--- config.mk ---
export PLATFORM = sky130hd
export DESIGN_NAME = j6502_clock_reset_gen
export DESIGN_NICKNAME = d
export VERILOG_FILES = /design/src/rtl/j6502_clock_reset_gen_pkg.sv /design/src/rtl/j6502_clock_reset_gen.sv
export SDC_FILE = /design/constraint.sdc
export NUM_CORES = 1
export LEC_CHECK = 0
export BUFFER_PORTS_ARGS = -buffer_cell sky130_fd_sc_hd__buf_2
export CAP_MARGIN = 0
export CORE_UTILIZATION = 35
export CTS_BUF_LIST = sky130_fd_sc_hd__clkbuf_2 sky130_fd_sc_hd__clkbuf_4 sky130_fd_sc_hd__clkbuf_8
export DETAILED_ROUTE_END_ITERATION = 6
export PLACE_DENSITY = 0.62
export SLEW_MARGIN = 20
export SYNTH_ARGS = -nofsm -noshare
export SYNTH_HDL_FRONTEND = slang
export SYNTH_SLANG_ARGS = --single-unit
--- constraint.sdc ---
create_clock -name fst_clk -period 2.3 [get_ports fst_clk]
set_input_delay 0.345 -clock fst_clk [delete_from_list [all_inputs] [get_ports fst_clk]]
set_output_delay 0.345 -clock fst_clk [all_outputs]
set_load 0.005 [all_outputs]
--- src/rtl/j6502_clock_reset_gen_pkg.sv ---
// Shared definitions for the J6502 clock/reset generator: FSM state encoding and
// default timing constants.
package j6502_clock_reset_gen_pkg;

    typedef enum logic [1:0] {
        StRst  = 2'd0,
        StRun  = 2'd1,
        StHalt = 2'd2,
        StStep = 2'd3
    } state_e;

    localparam int unsigned DefDiv       = 8;
    localparam int unsigned DefDead      = 1;
    localparam int unsigned DefResCycles = 2;

endpackage

--- src/rtl/j6502_clock_reset_gen.sv ---
// Two-phase non-overlapping phi1/phi2 generator with stretched CPU reset and
// run/halt/single-step debug control, all timed from fst_clk.
module j6502_clock_reset_gen
    import j6502_clock_reset_gen_pkg::*;
#(
    parameter int unsigned DIV        = DefDiv,
    parameter int unsigned DEAD       = DefDead,
    parameter int unsigned RES_CYCLES = DefResCycles
) (
    input  logic fst_clk,
    input  logic res_n,
    input  logic run,
    input  logic step_req,
    output logic phi1,
    output logic phi2,
    output logic phi2_rise,
    output logic phi2_fall,
    output logic cpu_res_n,
    output logic halted,
    output logic step_ack
);

    localparam int unsigned HALF = DIV / 2;
    localparam int unsigned CW   = $clog2(DIV);
    localparam int unsigned RW   = $clog2(RES_CYCLES + 1);

    localparam logic [CW-1:0] CntDead   = CW'(DEAD);
    localparam logic [CW-1:0] CntHalfM1 = CW'(HALF - 1);
    localparam logic [CW-1:0] CntPh2    = CW'(HALF + DEAD);
    localparam logic [CW-1:0] CntLast   = CW'(DIV - 1);
    localparam logic [RW-1:0] ResLast   = RW'(RES_CYCLES - 1);

    state_e        state_q, state_d;
    logic [CW-1:0] cnt_q, cnt_d, cnt_inc;
    logic [RW-1:0] res_cnt_q, res_cnt_d;
    logic          cpu_res_d;
    logic          ack_d;

    assign cnt_inc = (cnt_q == CntLast) ? '0 : cnt_q + 1'b1;

    always_comb begin
        state_d   = state_q;
        cnt_d     = cnt_inc;
        res_cnt_d = res_cnt_q;
        cpu_res_d = cpu_res_n;
        ack_d     = 1'b0;
        unique case (state_q)
            StRst: begin
                // The CPU needs clocks while held in reset, so the phase counter free-runs.
                if (cnt_q == CntLast) begin
                    if (res_cnt_q == ResLast) begin
                        cpu_res_d = 1'b1;
                        state_d   = StRun;
                    end else begin
                        res_cnt_d = res_cnt_q + 1'b1;
                    end
                end
            end
            StRun: begin
                if (cnt_q == CntHalfM1 && !run) begin
                    cnt_d   = cnt_q;
                    state_d = StHalt;
                end
            end
            StHalt: begin
                if (run) begin
                    state_d = StRun;
                end else if (step_req) begin
                    state_d = StStep;
                end else begin
                    cnt_d = cnt_q;
                end
            end
            StStep: begin
                if (cnt_inc == CntHalfM1) begin
                    if (run) begin
                        state_d = StRun;
                    end else begin
                        state_d = StHalt;
                        ack_d   = 1'b1;
                    end
                end
            end
            default: state_d = StRst;
        endcase
    end

    always_ff @(posedge fst_clk or negedge res_n) begin
        if (!res_n) begin
            state_q   <= StRst;
            cnt_q     <= '0;
            res_cnt_q <= '0;
            cpu_res_n <= 1'b0;
            step_ack  <= 1'b0;
            phi1      <= 1'b0;
            phi2      <= 1'b0;
            phi2_rise <= 1'b0;
            phi2_fall <= 1'b0;
        end else begin
            state_q   <= state_d;
            cnt_q     <= cnt_d;
            res_cnt_q <= res_cnt_d;
            cpu_res_n <= cpu_res_d;
            step_ack  <= ack_d;
            // Outputs decode next-cnt so they line up with cnt_q and are glitch-free flops.
            phi1      <= (cnt_d >= CntDead) && (cnt_d <= CntHalfM1);
            phi2      <= (cnt_d >= CntPh2);
            phi2_rise <= (cnt_d == CntPh2);
            phi2_fall <= (cnt_d == CntLast);
        end
    end

    assign halted = (state_q == StHalt);

endmodule
Word level (Yosys, flattened, before mapping):

Cells that the tools add are included.

* add/sub/neg operators: 2
* multiply operators: 0
* div/mod/pow operators: 0
* magnitude comparators: 3
* equality and inequality tests: 14
* shifts and indexed selects: 0
* mux-type cells: 16
* bitwise logic cells: 1
* reduce and logical (&&, ||, !) cells: 7

Operators with widths (number)
* $mux W2: 7
* $mux W3: 4
* $eq A3 B3 Y1 const B: 3
* $ne A2 B2 Y1 const B: 4
* $pmux W2 S4: 1
* $eq A3 B2 Y1 const B: 2
* $pmux W3 S2: 1
* $reduce_and A3 Y1: 2
* $reduce_and A5 Y1: 1
* $eq A2 B1 Y1 const B: 2
* $eq A2 B2 Y1 const B: 2
* $add A3 B1 Y3 const B: 1
* $ge A3 B1 Y1 const B: 1
* $ge A3 B3 Y1 const B: 1
* $le A3 B2 Y1 const B: 1
* $mux W1: 3
* $ne A3 B3 Y1 const B: 1
* $add A2 B1 Y2 const B: 1
* $logic_and A1 B1 Y1: 2
* $logic_not A2 Y1: 1
* $logic_not A1 Y1: 1
* $not A1 Y1: 1

* flip-flop bits (word level): 13
* bits in latches: 0
* bits in writable memories: 0
* memory bits (read-only): 0
* output and inout port bits: 7
* word-level logic and storage cells: 52
* memories: 0

Longest topological paths before layout:

Gate-level depths: netlist of run 1.

* word-level depth: 7
* gate-level depth with buffers: 6
* mapped depth without buffers: 6

Worst setup path after synthesis of run 1:

No wires, ideal clock.

* path type: reg2reg
* from: register cnt_q[0]
* to: register state_q[0]
* setup time: 0.132 ns
* arrival time: 1.800 ns
* required time: 2.168 ns
* path slack: 0.368 ns
* stages on the path, launching flop included: 7
* period minus slack after synthesis: 1.932 ns
* cells stage by stage: dfrtp_1 > ha_1 > ha_1 > nand4bb_1 > a222oi_1 > and3_1 > a22oi_1

* longest elaborated chain between the ends: 5
* elaborated cells between the ends (all ways): 10

Ends and longest elaborated chain
* start: declaration: RTL line j6502_clock_reset_gen.sv:34 `logic [CW-1:0] cnt_q, cnt_d, cnt_inc;`
* start signal: assignment: RTL line j6502_clock_reset_gen.sv:101 `cnt_q <= cnt_d;`
* $add A3 B1 Y3 / $eq A3 B3 Y1 (equally long branches): RTL line j6502_clock_reset_gen.sv:39, j6502_clock_reset_gen.sv:50
* $mux W3: RTL line j6502_clock_reset_gen.sv:39 `assign cnt_inc = (cnt_q == CntLast) ? '0 : cnt_q + 1'b1;`
* $eq A3 B2 Y1: RTL line j6502_clock_reset_gen.sv:75 `if (cnt_inc == CntHalfM1) begin`
* $ne A2 B2 Y1 (no source line)
* $reduce_and A5 Y1 (no source line) *
* end signal: assignment: RTL line j6502_clock_reset_gen.sv:90 `state_q <= StRst;`
* end signal: assignment: RTL line j6502_clock_reset_gen.sv:100 `state_q <= state_d;`
* end: declaration: RTL line j6502_clock_reset_gen.sv:33 `state_e state_q, state_d;`

Every way passes the cells marked *; elsewhere a longest branch is shown, timed or not.
A chain may end at the register's enable or synchronous reset.

Final worst setup path of run 1:

Same ends and word-level chain as after synthesis.

==> results.sh, run 1 <==
export IMPL_outcome="complete, no violations"
export IMPL_final_util_pct=43.3
export IMPL_port_buffers=10
export IMPL_setup_viol=0
export IMPL_worstSetupPathType="reg -> reg"
export IMPL_num_rows=16
export IMPL_regToRegEndpoint="state_q[0]"
export IMPL_seq_area_frac_synth_pct=44.8
export IMPL_avgSynthCellArea_um2=10.7
export IMPL_dp_slack_ps=205
export IMPL_cpMaxStageDelayCell="dfrtp_1"
export IMPL_max_cap_violations=0
export IMPL_ctsLongestPathBuffers=2
export IMPL_drc=0
export IMPL_crit_required_ps=2460
export IMPL_skew_ps=0.700
export IMPL_setup_ws_ps=182
export IMPL_cp_slowest_stage_delay_ps=460
export IMPL_layout_min_cycle_time_ps=2120
export IMPL_relSlewSlack_pct=69.3
export IMPL_fp_dieH_um=47.5
export IMPL_yosys_area_share_simple_pct=17.8
export IMPL_antenna_left=0
export IMPL_area_growth_pct=17.1
export IMPL_routed_wirelength_mm=1.25
export IMPL_top_level_ports=11
export IMPL_crit_chain="ha_1, ha_1, nand4bb_1, a222oi_1, and3_1, a22oi_1"
export IMPL_grt_max_degree=14
export IMPL_crit_path_end_kind="flop"
export IMPL_core_area_um2=1960
export IMPL_cts_buffers_inserted=3
export IMPL_clock_latency_ps=280
export IMPL_synth_nets=80
export IMPL_grt_pass1_wl_mm=1.94
export IMPL_multi_input_area_um2=385
export IMPL_vias=566
export IMPL_reg2reg_slack_ps=180
export IMPL_synth_compound_area_share_pct=20.3
export IMPL_regArea_um2=325
export IMPL_nFillCells=196
export IMPL_cts_resized=0
export IMPL_hold_path_class="in -> reg"
export IMPL_async_flop_share_pct=100
export IMPL_cp_start_kind="flop"
export IMPL_worstPathBufferInverterCount=0
export IMPL_hp_start="run"
export IMPL_syn_inst=68
export IMPL_rsz0062_at_grt="false"
export IMPL_antenna_found_initial=0
export IMPL_clk_pin_slew_ps=70
export IMPL_crit_family="compound AO/OA/AOI/OAI gates"
export IMPL_post_cts_buffers=0
export IMPL_cts_tree="built"
export IMPL_syn_area_um2=726
export IMPL_ys_ff_latch=13
export IMPL_place_gp_congestion=0.840
export IMPL_power_density_nw_per_um2=1400
export IMPL_layout_nets=96
export IMPL_yosys_area_share_adder_pct=13.8
export IMPL_first_pass_iters=4
export IMPL_grt_pass1_vias=459
export IMPL_crit_top_cell="ha_1"
export IMPL_clockRootBuffer="clkbuf_4"
export IMPL_synth_edf_count=0
export IMPL_htree_num_levels=1
export IMPL_synth_xor_area_share_pct=1.21
export IMPL_synth_top_family_by_area="compound AO/OA/AOI/OAI gates"
export IMPL_ys_warn_count=0
export IMPL_cp_arrival_ps=2280
export IMPL_initial_utilization_pct=37.0
export IMPL_clock_sinks=13
export IMPL_min_to="step_ack"
export IMPL_hold_viol_final=0
export IMPL_crit_fanout=9
export IMPL_crit_reg2reg_launch="cnt_q[0]"
export IMPL_die_width_um=47.5
export IMPL_p_leak_nw=0.409
export IMPL_viasPerCell=5.15
export IMPL_wl_per_cell_um=11.3
export IMPL_ir_drop_v=0.000521
export IMPL_diodes=0
export IMPL_hold_depth=2
export IMPL_rr_worst_depth=6
export IMPL_synth_mux_area_share_pct=0
export IMPL_track_usage_pct=12.7
export IMPL_period_share_pct=92.1
export IMPL_max_slew_worst_pin_slew_ps=456
export IMPL_max_freq_ghz=0.472
export IMPL_drive_gt1_share_pct=18.1
export IMPL_drt_iter0_drc=15
export IMPL_hpwlAfterDp_um=982
export IMPL_tns_ps=0
export IMPL_synth_ff_type="dfrtp_1"
export IMPL_die_area_um2=2260
export IMPL_yosys_cell_types_count=30
export IMPL_slew_viol_final=0
export IMPL_grt_overflow_total=0
export IMPL_hold_buffers=1
## kinds of logic after synthesis
group,count (synthesis)
AOI/OAI and AO/OA,21
and+or+nand+nor,21
DFF,13
adders and majority gates,8
buffers and inverters,4
xor gates and xnor gates,1
## cells in the final DEF (no fill, tap or decap)
master          n
nor3b_1         2
nand2_1         2
a31oi_1         2
a22o_1          1
dlygate4sd3_1   1
nor3_1          1
and3_1          2
o21a_1          1
a311oi_1        1
nand3b_1        1
ha_1            8
a221o_1         1
nand3_1         1
nor2b_1         4
inv_1           4
o211ai_1        2
a21boi_0        1
o32ai_1         1
clkbuf_4        4
nand4bb_1       1
nand2b_1        3
and2b_1         1
o21ai_0         4
nor2_1          2
and2_1          1
xnor2_1         1
a222oi_1        1
buf_2          10
a31o_2          1
a21o_1          1
dfrtp_1        13
a22oi_1         1
a21oi_1         3
## state kept, by name, indices dropped and copies added (netlist names)
signal	count
cnt_q	3
res_cnt_q	2
state_q	2
cpu_res_n	1
phi1	1
phi2	1
phi2_fall	1
phi2_rise	1
step_ack	1
## report_power, final
group / internal, W / switching [W]
registers: 0.000322 / 0.0000692
clock network: 0.0000792 / 0.0000723
logic: 0.000305 / 0.000342
## cell usage after synthesis (2+ instances only)
cell type  number  area (µm²)
nor3b_1         2        15.0
o211ai_1        2        15.0
a21oi_1         3        15.0
and3_1          2        12.5
nand2_1         2        7.51
dfrtp_1        13         325
ha_1            8         100
inv_1           4        15.0
a31oi_1         2        12.5
o21ai_0         4        20.0
nor2b_1         4        25.0
nor2_1          2        7.51
nand2b_1        3        18.8
## through the flow
step / total power [W] / cell area (µm²) / std cells / hold WS, ps
floorplan: 0.000882 / 726 / 68 / 49.4
detailed placement: 0.00104 / 810 / 105 / 244
finish: 0.00119 / 850 / 110 / 300
CTS: 0.00119 / 850 / 110 / 291
global placement: 0.00103 / 810 / 105 / 242
global route: 0.00131 / 850 / 110 / 312
## worst reg2reg max path: cells and delay by family, from the launching register on
| kind | cells | cell delay, ps |
|---|---|---|
| flops | 1 | 460 |
| compound gates | 2 | 540 |
| fa+ha+maj | 2 | 530 |
| simple gates | 2 | 480 |
## worst max-delay path by stage
stage / startpoint / to / slack (ps) / cells past startpoint
final: cnt_q[0] / state_q[0] / 180 / 6
after CTS: cnt_q[0] / state_q[0] / 190 / 6
after detailed placement: cnt_q[0] / state_q[0] / 200 / 6
after global placement: cnt_q[0] / state_q[0] / 270 / 6
after floorplan: cnt_q[0] / state_q[0] / 370 / 6
after global routing: cnt_q[0] / state_q[0] / 10 / 6
## per-layer routing
layer	up-vias	GRT usage (%)	share of wire (%)
li1	281	-	-
met1	268	16.4	48
met2	15	19.5	46
met3	2	2.26	3.3
met4	0	8.33	3.0
met5	-	0	0
## area by class of cell
cell class | instances | area share [%]
timing repair buffer | 11 | 7.07
inverter | 4 | 1.77
sequential | 13 | 38.3
multi-input combinational | 51 | 45.4
tap | 27 | 3.98
clock buffer | 4 | 3.53
No activity file was read; power rests on OpenSTA's default activity.
==> run 2: changes to the inputs <==
- CORE_ASPECT_RATIO: not set -> 0.75
==> results.sh, run 2 (synthesized netlist as in run 1, its figures left out) <==
export IMPL_grt_overflow_total=0
export IMPL_p_leak_nw=0.414
export IMPL_hold_viol_final=0
export IMPL_vias=562
export IMPL_skew_ps=0.844
export IMPL_max_freq_ghz=0.469
export IMPL_ir_drop_v=0.000710
export IMPL_htree_num_levels=1
export IMPL_hold_path_class="in -> reg"
export IMPL_layout_min_cycle_time_ps=2130
export IMPL_rsz0062_at_grt="false"
export IMPL_clockRootBuffer="clkbuf_4"
export IMPL_antenna_left=0
export IMPL_nFillCells=181
export IMPL_wl_per_cell_um=13.1
export IMPL_drt_iter0_drc=14
export IMPL_largest_reg_flops=3
export IMPL_die_width_um=54.6
export IMPL_clk_pin_slew_ps=70
export IMPL_viasPerCell=5.30
export IMPL_place_gp_congestion=0.867
export IMPL_period_share_pct=92.8
export IMPL_max_slew_worst_pin_slew_ps=507
export IMPL_top_level_ports=11
export IMPL_diodes=0
export IMPL_clock_latency_ps=280
export IMPL_die_area_um2=2260
export IMPL_setup_viol=0
export IMPL_postPlaceCellArea_um2=803
export IMPL_port_buffers=10
export IMPL_layout_nets=97
export IMPL_drc=0
export IMPL_cp_start_kind="flop"
export IMPL_drive_gt1_share_pct=19.0
export IMPL_area_growth_pct=17.2
export IMPL_core_area_um2=1840
export IMPL_track_usage_pct=15.9
export IMPL_cp_arrival_ps=2290
export IMPL_crit_fanout=9
export IMPL_regArea_um2=325
export IMPL_final_cell_mix="dfrtp_1 (13), buf_2 (10), ha_1 (8)"
export IMPL_num_rows=13
export IMPL_max_cap_violations=0
export IMPL_final_area_um2=851
export IMPL_grt_pass1_wl_mm=2.56
export IMPL_crit_required_ps=2460
export IMPL_grt_max_degree=14
export IMPL_ctsLongestPathBuffers=2
export IMPL_regMostFlops="cnt_q"
export IMPL_multi_input_area_um2=385
export IMPL_outcome="complete, no violations"
export IMPL_fp_dieH_um=41.4
export IMPL_initial_utilization_pct=39.5
export IMPL_slew_viol_final=0
export IMPL_relSlewSlack_pct=65.9
export IMPL_power_density_nw_per_um2=1450
export IMPL_clock_sinks=13
export IMPL_routed_wirelength_mm=1.38
export IMPL_cts_tree="built"
export IMPL_holdWs_ps=325
export IMPL_antenna_found_initial=0
export IMPL_worstSetupPathType="reg -> reg"
export IMPL_tns_ps=0
export IMPL_hpwlAfterDp_mm=1.04
export IMPL_top_regs="cnt_q x3, res_cnt_q x2, state_q x2"
export IMPL_final_common_cell="dfrtp_1"
export IMPL_crit_path_end_kind="flop"
export IMPL_first_pass_iters=4
export IMPL_cts_buffers_inserted=3
export IMPL_grt_pass1_vias=545
-- run 2: cell count changes in the layout (fill, tap and decap cells not counted), sizes merged --
cell	delta
buf	+1
-- run 2: worst max-delay path, cell delays in order, from the launching register on --
cell and delay, ps:
dfrtp_1 470, ha_1 270, ha_1 280, nand4bb_1 230
a222oi_1 330, buf_4 170, and3_1 170, a22oi_1 90
-- run 2: power breakdown --
| part | internal (W) | leakage, nW | switching, W |
|---|---|---|---|
| Clock | 0.0000791 | 0.0184 | 0.0000721 |
| Sequential | 0.000322 | 0.167 | 0.0000712 |
| Combinational | 0.000327 | 0.228 | 0.000362 |
| Total | 0.000728 | 0.414 | 0.000505 |
-- run 2: worst paths after layout --
check | startpoint | endpoint | slack (ps) | cells after the start
worst max-delay path | cnt_q[0] | state_q[0] | 170 | 7
worst min register to register | res_cnt_q[0] | res_cnt_q[0] | 480 | 1
max in group asynchronous | res_n | phi2_fall | 1610 | 2
worst min-delay path | run | step_ack | 330 | 2
min in group asynchronous | res_n | state_q[0] | 470 | 2
worst max register to register | cnt_q[0] | state_q[0] | 170 | 7
-- run 2: final cells by class --
class                           instances  share of cell area, %
Timing Repair Buffer                   12                   7.94
Clock buffer                            4                   3.53
Sequential cell                        13                   38.2
Tap cell                               22                   3.24
Inverter                                4                   1.76
Multi-Input combinational cell         51                   45.3
-- run 2: layer usage --
metal | vias to the layer above | track usage [%] | wire [µm]
li1 | 286 | - | -
met1 | 265 | 22.4 | 669
met2 | 9 | 21.9 | 651
met3 | 2 | 6.59 | 52
met4 | 0 | 4.62 | 10
met5 | - | 0 | 0
-- run 2: stage by stage --
stage	util, %	total power (W)	worst slack, ps	std cells
CTS	45.9	0.00121	130	105
floorplan	-	0.000882	368	68
detailed placement	43.7	0.00105	175	100
finish	46.3	0.00123	166	106
global route	46.3	0.00136	20.7	106
global placement	43.7	0.00104	243	100
-- run 2: timing repair --
item                                   in CTS  in global routing
hold buffers                                1                  0
setup endpoints to repair                   0                  2
endpoints found under the hold margin      13                  0
gates resized for setup                     0                  0
setup buffers                               0                  1
==> run 3: changes to the inputs <==
- BUFFER_PORTS_ARGS: -buffer_cell sky130_fd_sc_hd__buf_2 -> not set
- CTS_CLUSTER_SIZE: not set -> 24
- DONT_BUFFER_PORTS: not set -> 1
- MAX_ROUTING_LAYER: not set -> met4
- PLACE_DENSITY: 0.62 -> 0.58
==> results.sh, run 3 (synthesized netlist as in run 1, its figures left out) <==
export IMPL_outcome="complete, no violations"
export IMPL_rr_worst_depth=6
export IMPL_diodes=0
export IMPL_top_regs="cnt_q x3, res_cnt_q x2, state_q x2"
export IMPL_grt_pass1_wl_mm=2.26
export IMPL_cp_start_kind="flop"
export IMPL_worstSetupPathType="reg -> reg"
export IMPL_clock_latency_ps=270
export IMPL_p_seq_share_pct=32.7
export IMPL_hpwlAfterDp_mm=1.00
export IMPL_crit_path_end_kind="flop"
export IMPL_cts_buffers_inserted=3
export IMPL_die_area_um2=2260
export IMPL_tns_ps=0
export IMPL_antenna_left=0
export IMPL_crit_required_ps=2450
export IMPL_initial_utilization_pct=39.5
export IMPL_cts_tree="built"
export IMPL_num_rows=13
export IMPL_die_width_um=54.6
export IMPL_top_level_ports=11
export IMPL_ctsLongestPathBuffers=2
export IMPL_slew_viol_final=0
export IMPL_drive_gt1_share_pct=8.11
export IMPL_swShare_pct=41.6
export IMPL_layout_nets=87
export IMPL_clockRootBuffer="clkbuf_4"
export IMPL_relSlewSlack_pct=61.1
export IMPL_max_freq_ghz=0.484
export IMPL_layout_min_cycle_time_ps=2070
export IMPL_cts_resized=0
export IMPL_final_common_cell="dfrtp_1"
export IMPL_area_growth_pct=10.3
export IMPL_dp_slack_ps=275
export IMPL_track_usage_pct=14.9
export IMPL_fp_dieH_um=41.4
export IMPL_core_area_um2=1840
export IMPL_period_share_pct=89.9
export IMPL_hold_path_class="in -> reg"
export IMPL_setup_viol=0
export IMPL_wl_per_cell_um=14.0
export IMPL_clockPowerShare_pct=12.6
export IMPL_vias=544
export IMPL_drc=0
export IMPL_port_buffers=0
export IMPL_crit_fanout=7
export IMPL_combPwrFrac_pct=54.7
export IMPL_power_switching_w=0.000493
export IMPL_routed_wirelength_mm=1.35
export IMPL_first_pass_iters=5
export IMPL_htree_num_levels=1
export IMPL_p_leak_nw=0.366
export IMPL_setup_ws_ps=233
export IMPL_largest_reg_flops=3
export IMPL_clk_pin_slew_ps=80
export IMPL_ir_drop_v=0.000585
export IMPL_power_density_nw_per_um2=1480
export IMPL_grt_pass1_vias=497
export IMPL_place_gp_congestion=0.793
export IMPL_drt_iter0_drc=9
export IMPL_antenna_found_initial=0
export IMPL_final_cell_mix="dfrtp_1 (13), ha_1 (8)"
export IMPL_total_power_w=0.00119
export IMPL_clock_sinks=13
export IMPL_hold_viol_final=0
export IMPL_p_int_w=0.000694
export IMPL_hold_depth=1
export IMPL_skew_ps=4.61
export IMPL_viasPerCell=5.67
export IMPL_rsz0062_at_grt="false"
export IMPL_cp_arrival_ps=2220
export IMPL_max_cap_violations=0
export IMPL_grt_overflow_total=0
export IMPL_holdWs_ps=146
export IMPL_grt_max_degree=14
export IMPL_regMostFlops="cnt_q"
export IMPL_max_slew_worst_pin_slew_ps=582
==> run 3: changes by cell type in the layout (fill, tap and decap cells not counted) <==
cell	delta
buf_2	-10
==> run 3: worst max-delay path, cell delays in order, from the launching register on <==
cell       delay [ps]
dfrtp_1           410
ha_1              210
ha_1              260
nand4bb_1         220
a222oi_1          480
and3_1            260
a22oi_1            90
==> run 3: path summary, 6_finish.rpt <==
path	to	slack, ps	from
setup / recovery	state_q[0]	230	cnt_q[1]
hold / removal	step_ack	150	run
setup reg to reg	state_q[0]	230	cnt_q[1]
hold reg to reg	res_cnt_q[0]	490	res_cnt_q[0]
max in group asynchronous	state_q[1]	1410	res_n
min in group asynchronous	cnt_q[1]	500	res_n
==> run 3: through the flow <==
step,area [µm²],instances,utilization [%]
2_1_floorplan,726,68,-
3_3_place_gp,761,91,41.4
3_5_place_dp,761,91,41.4
4_1_cts,801,96,43.6
5_1_grt,801,96,43.6
6_report,801,96,43.6
==> run 3: layer usage <==
| layer | global-route usage, % | wire length, µm |
|---|---|---|
| met3 | 7.69 | 78 |
| met1 | 20.1 | 667 |
| met5 | - | 0 |
| met2 | 19.0 | 595 |
| met4 | 4.62 | 6 |
==> run 3: cell type report <==
class | instances | area, µm²
Inverter | 4 | 15.0
Tap cell | 22 | 27.5
Fill cell | 180 | 1040
Timing Repair Buffer | 2 | 17.5
Sequential cell | 13 | 325
Clock buffer | 4 | 30.0
Multi-Input combinational cell | 51 | 385
==> run 3: power groups by stage <==
stage               Clock, W  Combinational [W]  Sequential (W)
finish              0.000150           0.000649        0.000388
global route        0.000171           0.000736        0.000401
CTS                 0.000161           0.000646        0.000388
detailed placement         0           0.000632        0.000391
global placement           0           0.000638        0.000390
floorplan                  0           0.000496        0.000386
==> run 3: repair_timing <==
action | CTS | global route
endpoints found under the setup margin | 0 | 0
endpoints found under the hold margin | 13 | 0
setup buffers | 0 | 0
hold buffers | 1 | 0
